### src/rtl/div_result_stage_if.sv
// div_result_stage_if: divider result handshake and stats bundle.
interface div_result_stage_if #(parameter int N = 17, parameter int M = 9, parameter int CW = 16);
  logic          in_valid, in_ready, sign_a, sign_b, is_signed, div_zero;
  logic          out_valid, out_ready, dz_out;
  logic [N-1:0]  q_u;
  logic [M-1:0]  r_u;
  logic [N:0]    q_out;
  logic [M:0]    r_out;
  logic [CW-1:0] res_count, dz_count;
  modport master (
    output in_valid, q_u, r_u, sign_a, sign_b, is_signed, div_zero, out_ready,
    input  in_ready, out_valid, q_out, r_out, dz_out, res_count, dz_count
  );
  modport slave (
    input  in_valid, q_u, r_u, sign_a, sign_b, is_signed, div_zero, out_ready,
    output in_ready, out_valid, q_out, r_out, dz_out, res_count, dz_count
  );
endinterface

### src/rtl/div_result_stage.sv
// div_result_stage: signed fix-up of divider results behind a 2-entry skid buffer with stats counters.
module div_result_stage #(
  parameter int N  = 17,
  parameter int M  = 9,
  parameter int CW = 16
) (
  input logic               clk,
  input logic               rst_n,
  div_result_stage_if.slave io
);
  localparam int W = N + M + 3;
  typedef enum logic [1:0] {EMPTY, ONE, FULL} state_t;
  state_t        state_q, state_d;
  logic [W-1:0]  main_q, main_d, skid_q, skid_d, fix;
  logic [CW-1:0] res_q, res_d, dz_q, dz_d;
  logic [N:0]    q_ext, q_fix;
  logic [M:0]    r_ext, r_fix;
  logic          acc, tout;
  // Fix-up happens before storage so both entries hold final values
  always_comb begin
    q_ext = {1'b0, io.q_u};
    r_ext = {1'b0, io.r_u};
    q_fix = io.div_zero ? '1 : (io.is_signed && (io.sign_a ^ io.sign_b)) ? -q_ext : q_ext;
    r_fix = io.div_zero ? '0 : (io.is_signed && io.sign_a) ? -r_ext : r_ext;
    fix   = {q_fix, r_fix, io.div_zero};
  end
  assign acc  = io.in_valid && io.in_ready;
  assign tout = io.out_valid && io.out_ready;
  always_comb begin
    state_d = state_q;
    main_d  = main_q;
    skid_d  = skid_q;
    unique case (state_q)
      EMPTY: if (acc) begin
        main_d  = fix;
        state_d = ONE;
      end
      ONE: if (acc && !tout) begin
        skid_d  = fix;
        state_d = FULL;
      end else if (acc) begin
        main_d  = fix;
      end else if (tout) begin
        state_d = EMPTY;
      end
      FULL: if (tout) begin
        main_d  = skid_q;
        state_d = ONE;
      end
      default: state_d = EMPTY;
    endcase
    res_d = (tout && res_q != '1) ? res_q + 1'b1 : res_q;
    dz_d  = (tout && main_q[0] && dz_q != '1) ? dz_q + 1'b1 : dz_q;
  end
  always_ff @(posedge clk) begin
    if (!rst_n) begin
      state_q <= EMPTY;
      main_q  <= '0;
      skid_q  <= '0;
      res_q   <= '0;
      dz_q    <= '0;
    end else begin
      state_q <= state_d;
      main_q  <= main_d;
      skid_q  <= skid_d;
      res_q   <= res_d;
      dz_q    <= dz_d;
    end
  end
  assign io.out_valid = state_q != EMPTY;
  assign io.in_ready  = state_q != FULL;
  assign io.q_out     = main_q[W-1 -: N+1];
  assign io.r_out     = main_q[M+1 -: M+1];
  assign io.dz_out    = main_q[0];
  assign io.res_count = res_q;
  assign io.dz_count  = dz_q;
endmodule

### src/flat_wrapper.sv
// flat-port wrapper written by rule: the top's interface ports become plain ports
module div_result_stage_flat 
#(
  parameter int N  = 17,
  parameter int M  = 9,
  parameter int CW = 16
)
  (clk, rst_n, io_in_valid, io_q_u, io_r_u, io_sign_a, io_sign_b, io_is_signed, io_div_zero, io_out_ready, io_in_ready, io_out_valid, io_q_out, io_r_out, io_dz_out, io_res_count, io_dz_count);
  div_result_stage_if #(.N(N), .M(M), .CW(CW)) io_i ();
  input logic clk;
  input logic rst_n;
  input wire logic [$bits(io_i.in_valid)-1:0] io_in_valid;
  input wire logic [$bits(io_i.q_u)-1:0] io_q_u;
  input wire logic [$bits(io_i.r_u)-1:0] io_r_u;
  input wire logic [$bits(io_i.sign_a)-1:0] io_sign_a;
  input wire logic [$bits(io_i.sign_b)-1:0] io_sign_b;
  input wire logic [$bits(io_i.is_signed)-1:0] io_is_signed;
  input wire logic [$bits(io_i.div_zero)-1:0] io_div_zero;
  input wire logic [$bits(io_i.out_ready)-1:0] io_out_ready;
  output wire logic [$bits(io_i.in_ready)-1:0] io_in_ready;
  output wire logic [$bits(io_i.out_valid)-1:0] io_out_valid;
  output wire logic [$bits(io_i.q_out)-1:0] io_q_out;
  output wire logic [$bits(io_i.r_out)-1:0] io_r_out;
  output wire logic [$bits(io_i.dz_out)-1:0] io_dz_out;
  output wire logic [$bits(io_i.res_count)-1:0] io_res_count;
  output wire logic [$bits(io_i.dz_count)-1:0] io_dz_count;
  assign io_i.in_valid = io_in_valid;
  assign io_i.q_u = io_q_u;
  assign io_i.r_u = io_r_u;
  assign io_i.sign_a = io_sign_a;
  assign io_i.sign_b = io_sign_b;
  assign io_i.is_signed = io_is_signed;
  assign io_i.div_zero = io_div_zero;
  assign io_i.out_ready = io_out_ready;
  assign io_in_ready = io_i.in_ready;
  assign io_out_valid = io_i.out_valid;
  assign io_q_out = io_i.q_out;
  assign io_r_out = io_i.r_out;
  assign io_dz_out = io_i.dz_out;
  assign io_res_count = io_i.res_count;
  assign io_dz_count = io_i.dz_count;
  div_result_stage #(.N(N), .M(M), .CW(CW)) u_core (.clk(clk), .rst_n(rst_n), .io(io_i));
endmodule
### config.mk
export PLATFORM = sky130hd
export DESIGN_NAME = div_result_stage_flat
export DESIGN_NICKNAME = d
export VERILOG_FILES = /design/src/rtl/div_result_stage_if.sv /design/src/rtl/div_result_stage.sv /design/src/flat_wrapper.sv
export SDC_FILE = /design/constraint.sdc
export NUM_CORES = 1
export LEC_CHECK = 0
export CAP_MARGIN = 15
export CORE_MARGIN = 1.5
export CORE_UTILIZATION = 45
export CTS_CLUSTER_SIZE = 30
export DETAILED_ROUTE_END_ITERATION = 6
export DONT_BUFFER_PORTS = 1
export SYNTH_ARGS = -nofsm -noshare
export SYNTH_HDL_FRONTEND = slang
export SYNTH_SLANG_ARGS = --single-unit
### constraint.sdc
create_clock -name clk -period 4.55 [get_ports clk]
set_clock_uncertainty 0.2 [all_clocks]
set_input_delay 0.455 -clock clk [delete_from_list [all_inputs] [get_ports clk]]
set_output_delay 0.455 -clock clk [all_outputs]
set_load 0.005 [all_outputs]
== Yosys cells after proc, flatten, opt, wreduce, memory -nomap -nowiden ==
Index checks and enable logic that the tools add are counted.

* Bitwise gates (word level): 1
* Mux-type cells: 14
* Reduce and logical (&&, ||, !) cells: 15
* Eq/ne operators: 10
* Add/subtract/negate cells: 4

{| class="wikitable"
|+ Operators with widths
! kind !! number
|-
| 29-bit two-way mux || 3
|-
| 29-bit one-hot mux with 3 select lines || 1
|-
| 18-bit two-way mux || 2
|-
| 16-bit by 1-bit adder with 16-bit output, second input constant || 2
|-
| 16-bit != test, second input constant || 2
|-
| 10-bit two-way mux || 2
|-
| 17-bit negator with 18-bit output || 1
|-
| 2-bit two-way mux || 5
|-
| 9-bit negator with 10-bit output || 1
|-
| 1-bit logical AND || 8
|-
| 2-bit one-hot mux with 3 select lines || 1
|-
| 2-bit by 1-bit != test with 1-bit output, second input constant || 2
|-
| 2-bit != test, second input constant || 2
|-
| 4-bit AND reduction || 1
|-
| 3-bit by 1-bit != test with 1-bit output, second input constant || 1
|-
| 3-bit != test, second input constant || 1
|-
| 3-bit AND reduction || 1
|-
| 3-bit nonzero test || 1
|-
| 2-bit by 1-bit equality test with 1-bit output, second input constant || 1
|-
| 2-bit equality test, second input constant || 1
|-
| 2-bit logical NOT || 1
|-
| 2-bit AND reduction || 1
|-
| 2-bit nonzero test || 1
|-
| 1-bit logical NOT || 1
|-
| 1-bit XOR || 1
|}

* Register bits after elaboration: 92
* Word-level logic and storage cells: 49
* Output and inout port bits: 63

== Depth between registers and ports, before layout ==
Gate-level depths: netlist of the first run.

* Depth after elaboration: 7
* Mapped depth: 7
* Gate-level depth less buffers: 7

== Least setup slack after synthesis of the first run ==
No wires, ideal clock.

* Kind: input -> register
* From: input io_q_u[6]
* To: register u_core.skid_q[22]
* Path buffers: 0
* Library setup time: 0.124 ns
* Stages: 5
* Arrival time: 1.781 ns
* Required time: 4.226 ns
* Slack: 2.444 ns
* Cell sequence: or3_4 or4_4 nor3b_1 o32ai_2 nor2_1

* Cells in the longest elaborated chain, start to end: 3

{| class="wikitable"
|+ Ends and longest elaborated chain
! what !! line !! RTL
|-
| start: declaration || flat_wrapper.sv:13 || <nowiki>input wire logic [$bits(io_i.q_u)-1:0] io_q_u;</nowiki>
|-
| 17-bit negator with 18-bit output || div_result_stage.sv:23 || <nowiki>q_fix = io.div_zero ? '1 : (io.is_signed && (io.sign_a ^ io.sign_b)) ? -q_ext : q_ext;</nowiki>
|-
| 18-bit two-way mux (2 in series) || div_result_stage.sv:23 ||
|-
| end signal: assignment || div_result_stage.sv:65 || <nowiki>skid_q <= skid_d;</nowiki>
|-
| end: declaration || div_result_stage.sv:14 || <nowiki>logic [W-1:0] main_q, main_d, skid_q, skid_d, fix;</nowiki>
|}

No other way between the ends.
A chain may end at the register's enable or synchronous reset.

== Final worst setup path of the first run ==
* From: register u_core.state_q[1]
* To: register u_core.skid_q[27]

* Cells in the longest elaborated chain, start to end: 5

{| class="wikitable"
|+ Ends and longest elaborated chain
! what !! line !! RTL
|-
| start: declaration || div_result_stage.sv:13 || <nowiki>state_t state_q, state_d;</nowiki>
|-
| start signal: assignment || div_result_stage.sv:63 || <nowiki>state_q <= state_d;</nowiki>
|-
| 2-bit nonzero test || div_result_stage.sv:70 || <nowiki>assign io.out_valid = state_q != EMPTY;</nowiki>
|-
| 1-bit logical AND || div_result_stage.sv:28 || <nowiki>assign tout = io.out_valid && io.out_ready;</nowiki>
|-
| 1-bit logical NOT || div_result_stage.sv:38 || <nowiki>ONE: if (acc && !tout) begin</nowiki>
|-
| 1-bit logical AND || div_result_stage.sv:38 ||
|-
| 2-bit AND reduction (no line) (*) || -- ||
|}

Mark *: on every way between the ends. The rest lies on a longest branch, timed or not.

==> flow_summary_export.csv, run 1 <==
group,metric,value,unit
status,status,"completed",
route,first_pass_iters,5,
timing,max_slew_margin,34.1,%
placement,io_buffers,0,
synthesis,synth_nets,603,
global_route,overflow,0,
setup_path,critical_path.top_delay_family,"simple AND/OR/NAND/NOR gates",
placement,dp_hpwl,8110,µm
timing,fin_crit_sh,59.7,%
setup_path,worstRegToRegCells,5,
die,rows,37,
setup_path,endpoint_kind,"flop",
synthesis,synth_xor_area_share,8.07,%
setup_path,setup.worst_path.end,"u_core.skid_q[27]$_SDFFE_PN0P_",
global_route,grt_antenna_before_repair,0,
route,drtAntennaViolNets,0,
setup_path,r2r_setup_slack,1.83,ns
cts,cts_root_buf,"clkbuf_8",
power_and_ir_drop,powerDensity,327,mW/mm²
cts,numCtsBuffers,9,
setup_path,worstPathBufferInverterCount,0,
die,core_area,0.0102,mm²
synthesis,ys_warn_count,0,
cells_and_area,nets,589,
die,initial_utilization,45.8,%
cells_and_area,mostFrequentLayoutCells,"92 x dfxtp_1, 64 x nor2_1, 46 x nand2_1, 37 x a21oi_1, 37 x o21ai_0",
timing,period_needed,2.72,ns
setup_path,critPathArrivalTime,2.74,ns
flow_run,maxCapViolCount,0,
cts,cts_max_level,3,
global_route,grt_pass1_vias,3632,
timing,setup_violations,0,
cts,post_cts_buffers,0,
synthesis,synthSimpleGateAreaFrac,25.3,%
synthesis,synth_area,0.00468,mm²
global_route,grt_max_degree,56,
timing,worstMarginPinSlew,0.985,ns
setup_path,crit_cells,5,
setup_path,timing_worst_setup_path_type,"reg2reg",
global_route,grt_pass1_wl,19000,µm
setup_path,cp_slowest_stage_delay,0.79,ns
hold_path,hold_class,"in2reg",
timing,grt_setup_unrepaired,"no",
hold_path,min_from,"io_div_zero",
cells_and_area,drive_gt1_share,6.65,%
route,route.detailed.drc,0,
synthesis,synthMuxAreaShare,1.07,%
power_and_ir_drop,ir_worst_vdd,0.146,mV
cells_and_area,final_common_cell,"dfxtp_1",
synthesis,ys_ff_latch,92,
die,ioPinCount,97,
setup_path,reg2reg_to,"u_core.skid_q[27]$_SDFFE_PN0P_",
synthesis,synth_edf_count,0,
die,dieArea,0.0110,mm²
cells_and_area,final_util,48.2,%
cells_and_area,syn_to_final_growth,5.24,%
synthesis,synth_top_area_share,39.3,%
synthesis,syn_area_per_cell,8.29,µm²
cts,path_clk_slew,0.10,ns
synthesis,synth_area_leader_cell,"dfxtp_1",
setup_path,crit_path_max_fanout,24,
cts,clock_latency,0.36,ns
timing,setup-tns-final,0,ns
setup_path,crit_start,"u_core.state_q[1]$_SDFFE_PN0P_",
setup_path,worstPathCellList,"nor2b_1 > and3b_1 > nand2b_1 > o32ai_1 > nor2_1",
timing,slew_viol_final,0,
synthesis,synth_seq_area_share,39.3,%
cts,cts.sinks,92,
setup_path,required,4.57,ns
cells_and_area,design_area,0.00493,mm²
route,drt-initial-drc-count,184,
route,wl_per_cell,16.9,µm
cells_and_area,insertedDiodeCount,0,
synthesis,syn_inst,565,
cts,cts.repair.resized,0,
timing,timing.fmax,368,MHz
setup_path,worst_setup_path_start_kind,"flop",
route,num_vias,4048,
synthesis,synth-compound-area-share,21.0,%
route,viasPerCell,5.85,
setup_path,r2r-start,"u_core.state_q[1]$_SDFFE_PN0P_",
synthesis,synthAdderAreaFrac,1.07,%
power_and_ir_drop,p_leak,1.62,nW
synthesis,synth_area_leaders,"dfxtp_1 39%, xnor2_1 6.2%, nor2_1 5.1%",
placement,place.gp.congestion,0.852,
cts,cts_tree,"built",
route,drt_wl_total,11700,µm
cts,clk_path_buf_depth,2,
die,dieWidth,105,µm
die,die_h,105,µm
placement,place_area,0.00471,mm²
synthesis,synth_top_family_by_area,"simple AND/OR/NAND/NOR gates",
global_route,grtUsageTotal,21.3,%
setup_path,cp_slowest_cell,"and3b_1",
synthesis,netlist-cell-type-count,68,
synthesis,synth_ff_type,"dfxtp_1",
synthesis,synthArstFlopShare,0,%
timing,finalHoldViolations,0,
-- how the worst min path moves through the flow --
stage                                          end  slack [ns]  cells after the start
finish               u_core.skid_q[0]$_SDFFE_PN0P_        0.03                      2
global route         u_core.skid_q[0]$_SDFFE_PN0P_        0.01                      2
CTS                  u_core.skid_q[0]$_SDFFE_PN0P_        0.01                      2
detailed placement   u_core.skid_q[0]$_SDFFE_PN0P_        0.25                      2
global placement     u_core.skid_q[0]$_SDFFE_PN0P_        0.24                      2
floorplan           u_core.main_q[14]$_SDFFE_PN0P_        0.23                      2
-- synth_stat cells (all sizes together), types with 2 or more instances --
library cell   n
dfxtp         92
nor2          64
o21ai         49
nand2         47
a21oi         37
xnor2         33
nor3          27
clkbuf        19
nand3         16
nand4         16
or3           12
buf           10
o211ai        10
a211oi         9
a31oi          9
inv            9
o22ai          9
nor4           8
xor2           8
nor3b          7
nand2b         6
a2bb2oi        5
mux2i          5
or2            5
a2111oi        4
a21boi         4
and2           4
ha             4
nand3b         4
o221ai         4
or4            4
a221oi         2
a22oi          2
and3           2
nor2b          2
o21a           2
o32ai          2
-- cell families after synthesis --
group                      after synthesis
DFF                                     92
adders and majority gates                4
and+or+nand+nor                        229
xor gates and xnor gates                41
AOI/OAI and AO/OA                      155
muxes                                    5
buffers and inverters                   39
-- where the power goes --
part | internal (W) | leakage (nW) | switching, W
clock network | 0.000254 | 0.0962 | 0.000294
logic | 0.0000725 | 0.769 | 0.000106
registers | 0.000846 | 0.751 | 0.0000365
-- sequential cells by signal (all words and copies together) (netlist names) --
signal and cells:
u_core.main_q 29, u_core.skid_q 29, u_core.io.res_count 16, u_core.state_q 2, u_core.io.dz_count 16
-- stage by stage --
step / instances / hold WS, ns / setup slack (ns) / total power (W)
floorplan: 565 / 0.235 / 2.44 / 0.00104
CTS: 691 / 0.0107 / 1.81 / 0.00163
global route: 692 / 0.0100 / 1.50 / 0.00169
global placement: 673 / 0.242 / 1.91 / 0.00107
detailed placement: 673 / 0.250 / 1.79 / 0.00108
finish: 692 / 0.0323 / 1.83 / 0.00161
-- per-layer routing --
layer  track usage (%)  up-vias  wire length, µm  share of wire [%]
met2              32.6      117             5380                 46
met1              27.9     1903             5230                 45
met4              6.07        0               85               0.73
li1                  -     2022                -                  -
met3              7.92        6              975                8.4
met5                 0        -                0                  0
-- layout make-up --
| cell class | count | area, µm² |
|---|---|---|
| timing repair buffer | 5 | 42.5 |
| sequential | 92 | 1840 |
| tap | 136 | 170 |
| inverter | 9 | 33.8 |
| fill | 1032 | 5300 |
| multi-input combinational | 434 | 2650 |
| clock inverter | 6 | 65.1 |
| clock buffer | 10 | 128 |
-- worst register-to-register path, cell delays in order (launching register included) --
cell and delay (ns):
dfxtp_1 0.42, nor2b_1 0.35, and3b_1 0.79, nand2b_1 0.42
o32ai_1 0.34, nor2_1 0.06
-- timing repair --
action	4_1_cts	5_1_grt
hold buffers	2	0
setup endpoints to repair	0	0
endpoints found under the hold margin	2	0
Power figures use the tool's default switching activity.
==> run 2: changes to the inputs <==
clock period = 2.3 ns   (was 4.55 ns; I/O delays follow)
==> run 2 against run 1 <==
Net effect: register-to-register slack lost 1.7 ns; count of clock-buffer cells in the layout grew 2; largest cell class unchanged; sequential cell count is the same; routed wire length grew 10%.
==> flow_summary_export.csv, run 2 (synthesis gave the netlist of run 1 again) <==
group,metric,value,unit
route,top_layer,"met4",
route,met2_length,6070,µm
flow_run,maxCapViolCount,0,
cells_and_area,drive_gt1_share,9.21,%
route,first_pass_iters,4,
route,viasPerCell,5.85,
die,ioPinCount,97,
route,num_vias,4354,
global_route,grt_pass1_wl,20700,µm
global_route,grt_max_degree,48,
cells_and_area,nets,641,
hold_path,hold_class,"in2reg",
timing,timing.fmax,467,MHz
timing,slew_viol_final,0,
setup_path,endpoint_kind,"flop",
power_and_ir_drop,p_seq_share,49.3,%
cells_and_area,syn_to_final_growth,16.7,%
timing,period_needed,2.14,ns
placement,dp_hpwl,8440,µm
cts,path_clk_slew,0.09,ns
timing,setup_violations,0,
power_and_ir_drop,p_total,0.00353,W
setup_path,timing_worst_setup_path_type,"reg2reg",
power_and_ir_drop,internal-power,0.00264,W
route,route.met3.wl,1050,µm
power_and_ir_drop,p_switching,0.000885,W
cts,clk_path_buf_depth,2,
cells_and_area,reg.largest.list,"u_core.main_q (29), u_core.skid_q (29)",
setup_path,cp_slowest_cell,"dlygate4sd3_1",
global_route,overflow,0,
global_route,grtUsageTotal,23.4,%
timing,finalHoldViolations,0,
power_and_ir_drop,comb_power_share,12.3,%
die,dieWidth,105,µm
cts,post_cts_buffers,0,
timing,setup-tns-final,0,ns
cts,cts.sinks,92,
route,wl_per_cell,17.3,µm
cts,numCtsBuffers,9,
setup_path,cp_slowest_stage_delay,0.56,ns
route,drt_wl_total,12900,µm
die,rows,37,
die,initial_utilization,45.8,%
cts,clock_latency,0.36,ns
cells_and_area,insertedDiodeCount,0,
cells_and_area,design_area,0.00547,mm²
timing,worstMarginPinSlew,0.864,ns
setup_path,worstPathCellList,"ha_1 > and3_2 > and2_1 > o21ai_0 > dlygate4sd3_1 > nor2_1",
setup_path,critical_path.top_delay_family,"simple AND/OR/NAND/NOR gates",
status,status,"completed",
die,core_area,0.0102,mm²
cts,cts_tree,"built",
die,die_h,105,µm
timing,max_slew_margin,42.2,%
power_and_ir_drop,p_sw_share,25.1,%
cts,cts_root_buf,"clkbuf_8",
setup_path,worstPathBufferInverterCount,1,
die,dieArea,0.0110,mm²
global_route,grt_antenna_before_repair,0,
cts,cts_max_level,3,
route,route.detailed.drc,0,
placement,place_area,0.00484,mm²
power_and_ir_drop,powerDensity,646,mW/mm²
setup_path,critPathArrivalTime,2.24,ns
placement,io_buffers,0,
route,wl_met1,5640,µm
cells_and_area,mostFrequentLayoutCells,"91 x dfxtp_1, 64 x nor2_1, 46 x nand2_1",
placement,place.gp.congestion,0.809,
timing,grt_setup_unrepaired,"no",
setup_path,worst_setup_path_start_kind,"flop",
setup_path,crit_path_max_fanout,11,
power_and_ir_drop,p_leak,1.86,nW
power_and_ir_drop,clkPwrFrac,38.4,%
cells_and_area,final_common_cell,"dfxtp_1",
route,drt-initial-drc-count,285,
route,drtAntennaViolNets,0,
setup_path,required,2.39,ns
timing,fin_crit_sh,93.1,%
global_route,grt_pass1_vias,4158,
power_and_ir_drop,ir_worst_vdd,0.276,mV
run 2: cell count changes in the layout (fill, tap and decap cells not counted):
cell           delta
dlygate4sd3_1    +35
buf_4            +17
bufinv_16         +2
clkbuf_8          +2
clkinv_4          -2
and3_1            -1
and3_2            +1
clkinv_2          -1
clkinvlp_4        -1
dfxtp_1           -1
dfxtp_2           +1
run 2: power groups by stage:
stage | Clock (W) | Combinational, W | Sequential (W)
2_1_floorplan | 0 | 0.000302 | 0.00176
3_5_place_dp | 0 | 0.000370 | 0.00178
3_3_place_gp | 0 | 0.000363 | 0.00178
5_1_grt | 0.00146 | 0.000478 | 0.00175
4_1_cts | 0.00138 | 0.000430 | 0.00174
6_report | 0.00135 | 0.000435 | 0.00174
run 2: worst register-to-register path: stages, from the launching register on:
cell	delay [ns]
dfxtp_1	0.45
ha_1	0.20
and3_2	0.31
and2_1	0.20
o21ai_0	0.08
dlygate4sd3_1	0.56
nor2_1	0.08
run 2: path summary, 6_finish.rpt:
path / cells after the start / start / end / slack [ns]
min reg2reg: 2 / u_core.skid_q[0]$_SDFFE_PN0P_ / u_core.skid_q[0]$_SDFFE_PN0P_ / 0.26
max reg2reg: 6 / u_core.io.res_count[1]$_SDFFE_PN0P_ / u_core.io.res_count[4]$_SDFFE_PN0P_ / 0.16
min: 3 / io_div_zero / u_core.main_q[26]$_SDFFE_PN0P_ / 0.02
max: 6 / u_core.io.res_count[1]$_SDFFE_PN0P_ / u_core.io.res_count[4]$_SDFFE_PN0P_ / 0.16
run 2: cell type report:
class	count	area (µm²)
Multi-Input combinational cell	434	2650
Timing Repair Buffer	57	520
Inverter	9	33.8
Clock buffer	12	155
Sequential cell	92	1840
Tap cell	136	170
Fill cell	989	4770
Clock inverter	4	95.1
run 2: metal layers:
layer | GRT usage, % | up-vias
met2 | 38.2 | 137
li1 | - | 2130
met5 | 0 | -
met3 | 7.86 | 12
met4 | 7.53 | 0
met1 | 28.8 | 2075
run 2: what timing repair did:
| action | 4_1_cts | 5_1_grt |
|---|---|---|
| setup endpoints to repair | 0 | 6 |
| hold buffers | 37 | 0 |
| endpoints found under the hold margin | 59 | 0 |
| resized for setup | 0 | 2 |
run 2: through the flow:
step	worst slack [ns]	instances	utilization (%)	hold slack (ns)
final	0.159	744	53.4	0.0183
after global routing	0.0170	744	53.4	0.0298
after CTS	0.0602	744	53.4	0.00534
after detailed placement	0.123	691	47.3	0.116
after global placement	0.169	691	47.3	0.114
after floorplan	0.414	565	-	0.180
